===== config.mk =====
export PLATFORM = sky130hd
export DESIGN_NAME = nios2_qsys_dct_buffer_ctrl_flat
export DESIGN_NICKNAME = d
export VERILOG_FILES = /design/src/rtl/nios2_qsys_dct_buffer_ctrl_if.sv /design/src/rtl/nios2_qsys_dct_buffer_ctrl.sv /design/src/flat_wrapper.sv
export SDC_FILE = /design/constraint.sdc
export NUM_CORES = 1
export LEC_CHECK = 0
export BUFFER_PORTS_ARGS = -buffer_cell sky130_fd_sc_hd__buf_2
export CAP_MARGIN = 20
export CORE_ASPECT_RATIO = 0.7
export CORE_MARGIN = 1
export CORE_UTILIZATION = 54
export DETAILED_ROUTE_END_ITERATION = 8
export PLACE_DENSITY_LB_ADDON = 0.1
export SLEW_MARGIN = 10
export SYNTH_ARGS = -nofsm -noshare
export SYNTH_HDL_FRONTEND = slang
export SYNTH_SLANG_ARGS = --single-unit

===== constraint.sdc =====
create_clock -name clk -period 5.2 [get_ports clk]
set_clock_uncertainty 0.2 [all_clocks]
set_input_delay 0.26 -clock clk [delete_from_list [all_inputs] [get_ports clk]]
set_output_delay 0.26 -clock clk [all_outputs]
set_load 0.03 [all_outputs]

===== src/rtl/nios2_qsys_dct_buffer_ctrl_if.sv =====
// rtl/nios2_qsys_dct_buffer_ctrl_if.sv - fragment-in / buffer-word-out bundle for the DCT buffer sequencer
interface nios2_qsys_dct_buffer_ctrl_if #(
  parameter int FRAG_W = 6,
  parameter int CNT_W  = 4
);
  logic              frag_valid;
  logic [FRAG_W-1:0] frag_data;
  logic              frag_ready;
  logic              flush_req;
  logic              test_ending;
  logic              out_valid;
  logic              out_ready;
  logic [29:0]       dct_buffer;
  logic [CNT_W-1:0]  dct_count;
  logic              test_has_ended;

  modport master (
    output frag_valid, frag_data, flush_req, test_ending, out_ready,
    input  frag_ready, out_valid, dct_buffer, dct_count, test_has_ended
  );

  modport slave (
    input  frag_valid, frag_data, flush_req, test_ending, out_ready,
    output frag_ready, out_valid, dct_buffer, dct_count, test_has_ended
  );
endinterface


===== src/rtl/nios2_qsys_dct_buffer_ctrl.sv =====
// rtl/nios2_qsys_dct_buffer_ctrl.sv - packs trace fragments into 30-bit DCT words and sequences end-of-test drain
module nios2_qsys_dct_buffer_ctrl #(
  parameter int FRAG_W    = 6,
  parameter int MAX_FRAGS = 5,
  parameter int CNT_W     = 4
) (
  input  logic                          clk,
  input  logic                          reset,
  nios2_qsys_dct_buffer_ctrl_if.slave   bus_if
);

  if (FRAG_W * MAX_FRAGS != 30) begin : g_width_check
    $error("FRAG_W*MAX_FRAGS must equal 30");
  end

  typedef enum logic [1:0] {
    FILL  = 2'd0,
    DRAIN = 2'd1,
    DONE  = 2'd2
  } state_e;

  localparam logic [CNT_W-1:0] MaxCnt = CNT_W'(MAX_FRAGS);

  state_e           state_q, state_d;
  logic [29:0]      buf_q, buf_d;
  logic [CNT_W-1:0] cnt_q, cnt_d;
  logic             end_latch_q, end_latch_d;

  logic             frag_ready;
  logic             out_valid;
  logic             accept;
  logic             ending_now;
  logic [CNT_W-1:0] cnt_after;

  always_ff @(posedge clk) begin
    if (reset) begin
      state_q     <= FILL;
      buf_q       <= '0;
      cnt_q       <= '0;
      end_latch_q <= 1'b0;
    end else begin
      state_q     <= state_d;
      buf_q       <= buf_d;
      cnt_q       <= cnt_d;
      end_latch_q <= end_latch_d;
    end
  end

  always_comb begin
    state_d     = state_q;
    buf_d       = buf_q;
    cnt_d       = cnt_q;
    end_latch_d = end_latch_q;
    frag_ready  = 1'b0;
    out_valid   = 1'b0;
    accept      = 1'b0;
    cnt_after   = cnt_q;
    // The latch gates frag_ready, but the raw pulse already steers the state so an
    // empty buffer reaches DONE one cycle after test_ending.
    ending_now  = end_latch_q | bus_if.test_ending;

    if (state_q != DONE) begin
      end_latch_d = ending_now;
    end

    unique case (state_q)
      FILL: begin
        frag_ready = !reset && (cnt_q < MaxCnt) && !end_latch_q;
        accept     = bus_if.frag_valid && frag_ready;
        cnt_after  = cnt_q + CNT_W'(accept);
        for (int i = 0; i < MAX_FRAGS; i++) begin
          if (accept && cnt_q == CNT_W'(i)) begin
            buf_d[i*FRAG_W +: FRAG_W] = bus_if.frag_data;
          end
        end
        cnt_d = cnt_after;
        if (ending_now) begin
          state_d = (cnt_after != '0) ? DRAIN : DONE;
        end else if (cnt_after == MaxCnt) begin
          state_d = DRAIN;
        end else if (bus_if.flush_req && cnt_after != '0) begin
          state_d = DRAIN;
        end
      end
      DRAIN: begin
        out_valid = !reset;
        if (out_valid && bus_if.out_ready) begin
          buf_d   = '0;
          cnt_d   = '0;
          state_d = ending_now ? DONE : FILL;
        end
      end
      DONE: begin
        state_d = DONE;
      end
      default: begin
        state_d = FILL;
      end
    endcase
  end

  assign bus_if.frag_ready     = frag_ready;
  assign bus_if.out_valid      = out_valid;
  assign bus_if.dct_buffer     = buf_q;
  assign bus_if.dct_count      = cnt_q;
  assign bus_if.test_has_ended = !reset && (state_q == DONE);

endmodule


===== src/flat_wrapper.sv =====
// flat-port wrapper written by rule: the top's interface ports become plain ports
module nios2_qsys_dct_buffer_ctrl_flat 
#(
  parameter int FRAG_W    = 6,
  parameter int MAX_FRAGS = 5,
  parameter int CNT_W     = 4
)
  (clk, reset, bus_if_frag_valid, bus_if_frag_data, bus_if_flush_req, bus_if_test_ending, bus_if_out_ready, bus_if_frag_ready, bus_if_out_valid, bus_if_dct_buffer, bus_if_dct_count, bus_if_test_has_ended);
  nios2_qsys_dct_buffer_ctrl_if #(.FRAG_W(FRAG_W), .CNT_W(CNT_W)) bus_if_i ();
  input  logic clk;
  input  logic reset;
  input wire logic [$bits(bus_if_i.frag_valid)-1:0] bus_if_frag_valid;
  input wire logic [$bits(bus_if_i.frag_data)-1:0] bus_if_frag_data;
  input wire logic [$bits(bus_if_i.flush_req)-1:0] bus_if_flush_req;
  input wire logic [$bits(bus_if_i.test_ending)-1:0] bus_if_test_ending;
  input wire logic [$bits(bus_if_i.out_ready)-1:0] bus_if_out_ready;
  output wire logic [$bits(bus_if_i.frag_ready)-1:0] bus_if_frag_ready;
  output wire logic [$bits(bus_if_i.out_valid)-1:0] bus_if_out_valid;
  output wire logic [$bits(bus_if_i.dct_buffer)-1:0] bus_if_dct_buffer;
  output wire logic [$bits(bus_if_i.dct_count)-1:0] bus_if_dct_count;
  output wire logic [$bits(bus_if_i.test_has_ended)-1:0] bus_if_test_has_ended;
  assign bus_if_i.frag_valid = bus_if_frag_valid;
  assign bus_if_i.frag_data = bus_if_frag_data;
  assign bus_if_i.flush_req = bus_if_flush_req;
  assign bus_if_i.test_ending = bus_if_test_ending;
  assign bus_if_i.out_ready = bus_if_out_ready;
  assign bus_if_frag_ready = bus_if_i.frag_ready;
  assign bus_if_out_valid = bus_if_i.out_valid;
  assign bus_if_dct_buffer = bus_if_i.dct_buffer;
  assign bus_if_dct_count = bus_if_i.dct_count;
  assign bus_if_test_has_ended = bus_if_i.test_has_ended;
  nios2_qsys_dct_buffer_ctrl #(.FRAG_W(FRAG_W), .MAX_FRAGS(MAX_FRAGS), .CNT_W(CNT_W)) u_core (.clk(clk), .reset(reset), .bus_if(bus_if_i));
endmodule

* After elaboration in Yosys (flattened, before gate mapping)
Index checks and enable logic that the tools add are counted.
Cells by class: add/subtract/negate cells 1, order comparisons 1, equality and inequality tests 15, mux-type cells 18, bitwise logic cells 1, reduce and logical (&&, ||, !) cells 24
Operator list (count):
- $pmux 30 s2 | 1
- $mux 30 | 1
- $mux 6 | 5
- $reduce_and 3->1 | 5
- $mux 2 | 6
- $ne 2x1->1 const B | 6
- $logic_and 1x1->1 | 11
- $eq 4x2->1 const B | 2
- $eq 4x3->1 const B | 2
- $pmux 4 s2 | 1
- $pmux 2 s3 | 1
- $add 4x1->4 | 1
- $eq 4x1->1 const B | 1
- $logic_not 4->1 | 1
- $lt 4x3->1 const B | 1
- $mux 4 | 1
- $ne 4x1->1 const B | 1
- $reduce_and 2->1 | 2
- $reduce_bool 4->1 | 1
- $eq 2x1->1 const B | 1
- $eq 2x2->1 const B | 1
- $logic_not 1->1 | 2
- $logic_not 2->1 | 1
- $mux 1 | 2
- 3 further kinds | 3
Storage, ports and cells: flip-flop bits (word level) 37, input port bits 12, output and inout bits 37

* Depth between registers and ports, before layout
Gate-level depths: netlist of the first run.
depth after elaboration 11, depth in mapped cells 10, gate-level depth less buffers 9

* Worst setup path before layout of the first run
Ideal clock, no wire load.
kind reg2reg, start register u_core.cnt_q[1] (netlist: u_core.bus_if.dct_count[1]), end register u_core.state_q[1], setup time 132 ps, data arrival time 2119 ps, slack 2749 ps, cell stages (with the launch flop) 11, buffers on the path 1, clock period less this slack 2451 ps, path through dfxtp_1 buf_2 o21ai_0 and3_2 ha_1 ha_1 and2_1 a21oi_1 o22ai_1 a31oi_1 a211oi_1
Between the ends: longest elaborated chain between the ends 9, elaborated cells between the ends (all ways) 14, those cells by class add/sub: 1; order compare: 1; eq/ne: 2; mux: 4; reduce/logical: 6
Ends and longest elaborated chain:
- from (decl) | line nios2_qsys_dct_buffer_ctrl.sv:26 | logic [CNT_W-1:0] cnt_q, cnt_d;
- from (signal assigned) | line nios2_qsys_dct_buffer_ctrl.sv:44 | cnt_q <= cnt_d;
- $lt 4x3->1 | line nios2_qsys_dct_buffer_ctrl.sv:68 | frag_ready = !reset && (cnt_q < MaxCnt) && !end_latch_q;
- $logic_and 1x1->1 (2 in series) | line nios2_qsys_dct_buffer_ctrl.sv:68
- $logic_and 1x1->1 | line nios2_qsys_dct_buffer_ctrl.sv:69 | accept = bus_if.frag_valid && frag_ready;
- $add 4x1->4 * | line nios2_qsys_dct_buffer_ctrl.sv:70 | cnt_after = cnt_q + CNT_W'(accept);
- $eq 4x3->1 / $reduce_bool 4->1 (equally long branches) | line nios2_qsys_dct_buffer_ctrl.sv:79, nios2_qsys_dct_buffer_ctrl.sv:78, nios2_qsys_dct_buffer_ctrl.sv:81
- $mux 2 (tied with other cells) | line nios2_qsys_dct_buffer_ctrl.sv:79 | end else if (cnt_after == MaxCnt) begin
- $mux 2 / $ne 4x1->1 (equally long branches)
- $pmux 2 s3 / $reduce_and 2->1 (equally long branches)
- to (signal assigned) | line nios2_qsys_dct_buffer_ctrl.sv:42 | state_q <= state_d;
- to (decl) | line nios2_qsys_dct_buffer_ctrl.sv:24 | state_e state_q, state_d;
Mark *: on every way between the ends. The rest lies on a longest branch, timed or not. A chain may end at the register's enable or synchronous reset.

* Final worst setup path of the first run
start register u_core.cnt_q[2] (netlist: u_core.bus_if.dct_count[2]), end register u_core.state_q[1]
Same word-level chain as after synthesis.

==> metrics, run 1 <==
status finished clean; maximum clock rate 0.382 GHz; Cell Pwr Density about 310 nW/µm²; CTS tree built; H-Tree Depth 2; Tightest Hold Check Type input port to flop; Worst Tran Pin Value slightly above 1 ns; worst vdd rail ir drop 195 µV; kind of cell adding the most delay to the critical path compound AO/OA/AOI/OAI gates; total vias in the final route around 1500; final-report hold violation count 0; pin count of the biggest net entering global routing 25; aggregate global-route resource usage 0.255; library cell contributing the largest single delay on the critical path sky130_fd_sc_hd__dfxtp_1; synthesized flop and latch total 37; cell-by-cell trace of the critical path o21ai_0 -> and3_2 -> ha_1 -> ha_1 -> nor2_1 -> a21oi_1 -> o22ai_1 -> a31oi_1 -> a211oi_1; Max Slew Vio Count 0; Iteration-0 DRC Markers 110; post-synth net total ~190; Die Footprint about 3300 µm²; post-layout utilization of the core 0.681; via count of the first global-routing pass ~1300; gate count of the mapped netlist 179; die extent in x slightly below 70 µm; clock buffer depth 2; most common cell after layout, fill and taps aside sky130_fd_sc_hd__buf_2; Synth area leaders sky130_fd_sc_hd__dfxtp_1 (45%), sky130_fd_sc_hd__mux2i_1 (7.3%), sky130_fd_sc_hd__nand3_1 (6.1%); endpoints failing setup 0; nature of the critical path endpoint flop; DRT Pass-1 Iters 4; critical path required time approximately 5.2 ns; floorplan die height ~48 µm; vias per std cell 5.63; Site Rows 16; number of hold buffers added after CTS 0; number of buffers and inverters on the critical path 0; post-CTS resize count 0; initial core utilization 0.577; Worst path max stage delay ~0.56 ns; DRC 0; power spent charging and discharging nets between 150 and 200 µW; final std cell area, no fill 1940 µm²; DRT antenna net count 0; Filler Cell Count 232; antenna violations before repair 0; switching part of the total 0.300; Register Area 741 µm²; highest-count cells in the layout ignoring fill and taps sky130_fd_sc_hd__buf_2 (48), sky130_fd_sc_hd__dfxtp_1 (37), sky130_fd_sc_hd__nand2_1 (20), sky130_fd_sc_hd__nand3_1 (20), sky130_fd_sc_hd__mux2i_1 (12); worst path arrival time around 2.6 ns; Post-Route Setup TNS 0 ns; later-pin clock latency in the skew report 0.29 ns; number of input and output port buffers inserted 48; wire length reported by the detailed router 3950 µm; RSZ-0062 raised after global routing no; wire length per cell 15.2 µm; fraction of registers with async set/reset 0; area of the core ~2800 µm²; critical path launch point type flop; number of I/O pins between 40 and 50; Synth-to-Final Area Change 17.9%; Worst Path Max Fanout 12; library cell occupying the most area in the post-synthesis netlist sky130_fd_sc_hd__dfxtp_1; clock group share of total power 0.318; Yosys warning count 0; number of enable-type register cells in the synthesized netlist 0; maximum capacitance violations 0; GRT Residual Overflow 0; slew margin rel. 0.307; post-detailed-placement cell area between 1500 and 2000 µm²; wire length of the first global-routing pass 5840 µm; Synth Flop Type sky130_fd_sc_hd__dfxtp_1; CTS Sinks 37; portion of the post-synthesis area used by sequential elements 0.451; total clock buffers created by CTS 5; synth unique cells 40; cell repeated most along the worst path sky130_fd_sc_hd__ha_1; share of the synthesized area in the top cell type 0.451; clock slew seen by the registers of the worst setup and hold paths 0.07 ns; clock root buffer master sky130_fd_sc_hd__clkbuf_8; routability congestion estimate 0.870; total setup buffers inserted after CTS 0; fraction of layout cells with a size suffix above 1 0.321; cell area after technology mapping roughly 1600 µm²; synthesized area per cell 9.17 µm²; fin crit period approximately 2.6 ns; Inserted Diodes 0; total number of nets in the final design around 240; critical path start-end classification flop to flop; Final HPWL DP slightly below 3000 µm; part of the power in combinational logic 0.169; Reg power frac 0.513; Tcrit/Tclk final 0.503; leakage dissipation about 0.00089 µW; internal power between 400 and 500 µW; multi-input logic area between 800 and 900 µm²
==> state kept, by name, summed over array words and instances, names as in the netlist <==
signal / cells
u_core.state_q: 2
u_core.bus_if.dct_buffer: 30
u_core.bus_if.dct_count: 4
u_core.end_latch_q: 1
==> Yosys cell counts (2+ instances only) <==
cell type                  number
sky130_fd_sc_hd__o21ai_0        7
sky130_fd_sc_hd__ha_1           2
sky130_fd_sc_hd__inv_1          3
sky130_fd_sc_hd__o22ai_1        2
sky130_fd_sc_hd__buf_2          5
sky130_fd_sc_hd__buf_6          3
sky130_fd_sc_hd__o21ai_1        5
sky130_fd_sc_hd__mux2i_1       12
sky130_fd_sc_hd__nand3_1       20
sky130_fd_sc_hd__nand2_1       20
sky130_fd_sc_hd__a21oi_1        6
sky130_fd_sc_hd__dfxtp_1       37
sky130_fd_sc_hd__a31oi_1        2
sky130_fd_sc_hd__nor3_1         5
sky130_fd_sc_hd__a22oi_1        2
sky130_fd_sc_hd__nand2b_1       6
sky130_fd_sc_hd__o21ai_2        8
sky130_fd_sc_hd__nor2b_1        2
sky130_fd_sc_hd__nor2_1        11
==> worst register-to-register path: cells and delay by family (launching register included) <==
kind / cells / cell delay [ns]
AO/OA/AOI/OAI: 5 / 0.92
adder cells (fa/ha/maj): 2 / 0.49
flip-flops: 1 / 0.56
AND/OR/NAND/NOR: 2 / 0.35
==> worst paths after layout <==
check / from / to / slack [ns] / cells after the start
hold / removal: bus_if_test_ending / u_core.end_latch_q$_SDFFE_PP0N_ / 0.05 / 3
hold reg to reg: u_core.bus_if.dct_buffer[5]$_SDFFE_PP0P_ / u_core.bus_if.dct_buffer[5]$_SDFFE_PP0P_ / 0.26 / 2
setup / recovery: u_core.bus_if.dct_count[2]$_SDFFE_PP0P_ / u_core.state_q[1]$_SDFFE_PP0P_ / 2.58 / 9
setup reg to reg: u_core.bus_if.dct_count[2]$_SDFFE_PP0P_ / u_core.state_q[1]$_SDFFE_PP0P_ / 2.58 / 9
==> per-layer routing <==
| layer | vias up | wire length, µm | share of wire | GRT usage |
|---|---|---|---|---|
| met5 | - | 0 | 0 | 0 |
| li1 | 717 | - | - | - |
| met2 | 57 | 1750 | 0.44 | 0.402 |
| met1 | 680 | 1820 | 0.46 | 0.338 |
| met3 | 9 | 319 | 0.081 | 0.0771 |
| met4 | 0 | 54 | 0.014 | 0.0917 |
==> power by group through the flow <==
stage	Sequential (µW)	Combinational (µW)	Clock, µW
2_1_floorplan	318	67.4	0
3_3_place_gp	312	97.4	0
3_5_place_dp	313	99.7	0
4_1_cts	306	100	194
5_1_grt	309	110	206
6_report	307	101	190
==> kinds of logic after synthesis <==
group / share of synthesized area
AND/OR/NAND/NOR: 0.234
multiplexers: 0.0732
adder cells (fa/ha/maj): 0.0152
buffers and inverters: 0.0518
flip-flops: 0.451
AO/OA/AOI/OAI: 0.175
==> per-stage QoR <==
| stage | power, µW | setup slack (ns) | hold slack, ns | std cells |
|---|---|---|---|---|
| 2_1_floorplan | 385 | 2.75 | 0.201 | 179 |
| 3_3_place_gp | 409 | 2.86 | 0.243 | 252 |
| 3_5_place_dp | 413 | 2.64 | 0.253 | 252 |
| 4_1_cts | 601 | 2.62 | 0.0476 | 260 |
| 5_1_grt | 625 | 2.41 | 0.114 | 260 |
| 6_report | 598 | 2.58 | 0.0530 | 260 |
==> layout make-up <==
type,instances,area share
Clock inverter,2,0.00517
Sequential cell,37,0.383
Timing Repair Buffer,48,0.124
Multi-Input combinational cell,128,0.421
Tap cell,36,0.0233
Inverter,3,0.00582
Clock buffer,6,0.0375
(Power assumes the default switching activity.)
==> run 2: changes to the inputs <==
ABC_AREA = 1   (was not set)
CORE_UTILIZATION = 47   (was 54)
clock period = 2.3 ns   (was 5.2 ns; I/O delays follow)
==> run 2 against run 1 <==
The run now ends with negative hold slack left. First-iteration DRC count up 35%. Maximum frequency grew 23%. Die area up 35%. Routed wire length rose by 19%. Sequential power rose to 2.5 times the previous value. Global-route usage decreased by 3.5 points. Critical path depth grew 7. Sequential cell count unchanged. Non-clock buffer count increased by 6. Critical path type unchanged. Critical endpoint is now u_core.state_q[0]$_SDFFE_PP0P_. Highest routed layer is now met3.
==> metrics, run 2 <==
status finished with violations; failing checks negative hold slack; most common cell after layout, fill and taps aside sky130_fd_sc_hd__nand2_1; DRC 0 (unchanged); clock slew seen by the registers of the worst setup and hold paths 0.08 ns (about the same); fraction of registers with async set/reset 0 (unchanged); die extent in x 79 µm (+16%); fin crit period 2.13 ns (-0.483 ns); Worst Tran Pin Value 0.462 ns (-0.578 ns); critical path launch point type flop; number of input and output port buffers inserted 48 (unchanged); share of the synthesized area in the top cell type 0.380 (-0.0715); Cell Pwr Density 847 nW/µm² (+170%); clock group share of total power 0.231 (-0.087); floorplan die height 55.9 µm (+16%); later-pin clock latency in the skew report 0.29 ns (about the same); clock buffer depth 2 (unchanged); worst hold margin -0.0129 ns (-0.0660 ns); top post-synthesis cells by count sky130_fd_sc_hd__nand2_1 (67), sky130_fd_sc_hd__nor2_1 (45), sky130_fd_sc_hd__dfxtp_1 (37); area of the core 3950 µm² (+39%); H-Tree Depth 2 (unchanged); total vias in the final route 1806 (+23%); antenna violations before repair 0 (unchanged); Tcrit/Tclk final 0.927 (+0.424); Iteration-0 DRC Markers 149 (+35%); Synth-to-Final Area Change 21.1%; highest-count cells in the layout ignoring fill and taps sky130_fd_sc_hd__nand2_1 (65), sky130_fd_sc_hd__buf_2 (48), sky130_fd_sc_hd__nor2_1 (43), sky130_fd_sc_hd__dfxtp_1 (33), sky130_fd_sc_hd__a21oi_1 (30); total number of nets in the final design 330 (+39%); wire length per cell 12.7 µm (-16%); cell area after technology mapping 1950 µm² (+19%); Yosys warning count 0 (unchanged); initial core utilization 0.494 (-0.0832); CTS tree built; switching part of the total 0.421 (+0.121); nature of the critical path endpoint flop; Site Rows 19 (+3); number of enable-type register cells in the synthesized netlist 0 (unchanged); internal power 1160 µW (+180%); maximum clock rate 0.469 GHz (+23%); CTS Sinks 37 (unchanged); Inserted Diodes 0 (unchanged); worst vdd rail ir drop 549 µV (+180%); Max Slew Vio Count 0 (unchanged); wire length reported by the detailed router 4700 µm (+19%); number of I/O pins 49 (unchanged); clock root buffer master sky130_fd_sc_hd__clkbuf_8; Synth area leaders sky130_fd_sc_hd__dfxtp_1 (38%), sky130_fd_sc_hd__nand2_1 (13%), sky130_fd_sc_hd__nor2_1 (8.7%); Synth Flop Type sky130_fd_sc_hd__dfxtp_1; vias per std cell 4.89 (-13%); post-synth net total 280 (+45%); DRT antenna net count 0 (unchanged); portion of the post-synthesis area used by sequential elements 0.380 (-0.0715); part of the power in combinational logic 0.384 (+0.215); gate count of the mapped netlist 266 (+49%); via count of the first global-routing pass 1502 (+20%); routability congestion estimate 0.823 (-5.3%); total clock buffers created by CTS 5 (unchanged); critical path required time 2.30 ns (-2.89 ns); fraction of layout cells with a size suffix above 1 0.315 (-0.00597); Reg power frac 0.385 (-0.128); Post-Route Setup TNS 0 ns (unchanged); synthesized area per cell 7.33 µm² (-20%); most frequently used cell type in the post-synthesis netlist sky130_fd_sc_hd__nand2_1; number of flip-flops under the largest register name 30 (unchanged); Final HPWL DP 3320 µm (+14%); Filler Cell Count 392 (+69%); power spent charging and discharging nets 843 µW (+370%); critical path start-end classification flop to flop; Worst Path Max Fanout 4 (-8); maximum capacitance violations 0 (unchanged); library cell occupying the most area in the post-synthesis netlist sky130_fd_sc_hd__dfxtp_1; Die Footprint 4420 µm² (+35%); synthesized flop and latch total 37 (unchanged); pin count of the biggest net entering global routing 47 (+88%); synth unique cells 26 (-35%); DRT Pass-1 Iters 4 (unchanged); endpoints failing setup 0 (unchanged); worst path arrival time 2.13 ns (-0.48 ns); GRT Residual Overflow 0 (unchanged); leakage dissipation 0.00121 µW (+36%); Tightest Hold Check Type input port to flop; final-report hold violation count 1 (+1); wire length of the first global-routing pass 7410 µm (+27%); aggregate global-route resource usage 0.221 (-0.0345); slew margin rel. 0.692 (+0.385)
[run 2: cell types whose count changed in the layout (fill, tap and decap cells not counted), sizes merged, moves of 6 or more]
cell	previous run	this run
nor2	12	54
nand3b	1	18
o21ai	20	1
a21oi	7	30
mux2i	12	0
nand2	20	72
nand3	20	12
nand2b	6	0
inv	3	22
[run 2: cell families after synthesis]
logic type / after synthesis / share of synthesized area
and+or+nand+nor: 162 / 0.436
DFF: 37 / 0.380
buffers and inverters: 33 / 0.0885
AOI/OAI and AO/OA: 32 / 0.0834
adders and majority gates: 2 / 0.0128
[run 2: through the flow]
step	util	area [µm²]	total power [µW]	instances	worst slack, ns
floorplan	-	1990	1360	266	0.00582
global placement	0.567	2240	1540	359	0.172
detailed placement	0.567	2240	1540	359	0.137
CTS	0.591	2330	2000	368	0.123
global route	0.599	2360	2130	369	-0.000595
finish	0.599	2360	2000	369	0.168
[run 2: worst paths after layout]
check                                                              start                                  endpoint  slack, ns  cells past startpoint
worst max-delay path             u_core.bus_if.dct_count[3]$_SDFFE_PP0P_            u_core.state_q[0]$_SDFFE_PP0P_       0.17                     16
worst min-delay path                                    bus_if_flush_req            u_core.state_q[0]$_SDFFE_PP0P_      -0.01                      5
worst max register to register   u_core.bus_if.dct_count[3]$_SDFFE_PP0P_            u_core.state_q[0]$_SDFFE_PP0P_       0.17                     16
worst min register to register  u_core.bus_if.dct_buffer[9]$_SDFFE_PP0P_  u_core.bus_if.dct_buffer[9]$_SDFFE_PP0P_       0.28                      2
[run 2: area by class of cell]
cell class,instances,area [µm²],area share
clock buffer,5,68.8,0.0291
clock inverter,3,16.3,0.00689
inverter,22,90.1,0.0381
multi-input combinational,196,1080,0.458
sequential,37,753,0.319
tap,52,65.1,0.0275
timing repair buffer,54,288,0.122
[run 2: power groups by stage]
stage               logic, µW  registers (µW)  clock network, µW
floorplan                 448             909                  0
global placement          751             785                  0
detailed placement        753             787                  0
CTS                       757             772                467
global route              850             781                499
finish                    769             771                462
[run 2: worst max-delay path, stage by stage, from the launching register on]
cell,delay (ns)
sky130_fd_sc_hd__dfxtp_4,0.37
sky130_fd_sc_hd__inv_4,0.07
sky130_fd_sc_hd__nand2_2,0.07
sky130_fd_sc_hd__nor2_4,0.16
sky130_fd_sc_hd__nor2_8,0.05
sky130_fd_sc_hd__inv_2,0.05
sky130_fd_sc_hd__nor2_1,0.04
sky130_fd_sc_hd__ha_2,0.19
sky130_fd_sc_hd__ha_4,0.22
sky130_fd_sc_hd__nor2_2,0.11
sky130_fd_sc_hd__nand3_2,0.10
sky130_fd_sc_hd__nor2_2,0.13
sky130_fd_sc_hd__nand2_1,0.06
sky130_fd_sc_hd__nand2_1,0.05
sky130_fd_sc_hd__nand3_1,0.07
sky130_fd_sc_hd__nand2_1,0.06
sky130_fd_sc_hd__inv_1,0.03
[run 2: what timing repair did]
| action | 4_1_cts | 5_1_grt |
|---|---|---|
| buffers inserted | 0 | 1 |
| gates resized for setup | 0 | 8 |
| hold buffers | 1 | 0 |
| endpoints found under the setup margin | 0 | 2 |
| endpoints found under the hold margin | 1 | 0 |
[run 2: routing by layer]
| metal | up-vias | part of all wire | track usage |
|---|---|---|---|
| met5 | - | 0 | 0 |
| met4 | 0 | 0 | 0.0545 |
| met3 | 0 | 0.078 | 0.0607 |
| met2 | 54 | 0.42 | 0.296 |
| met1 | 798 | 0.50 | 0.342 |
| li1 | 954 | - | - |
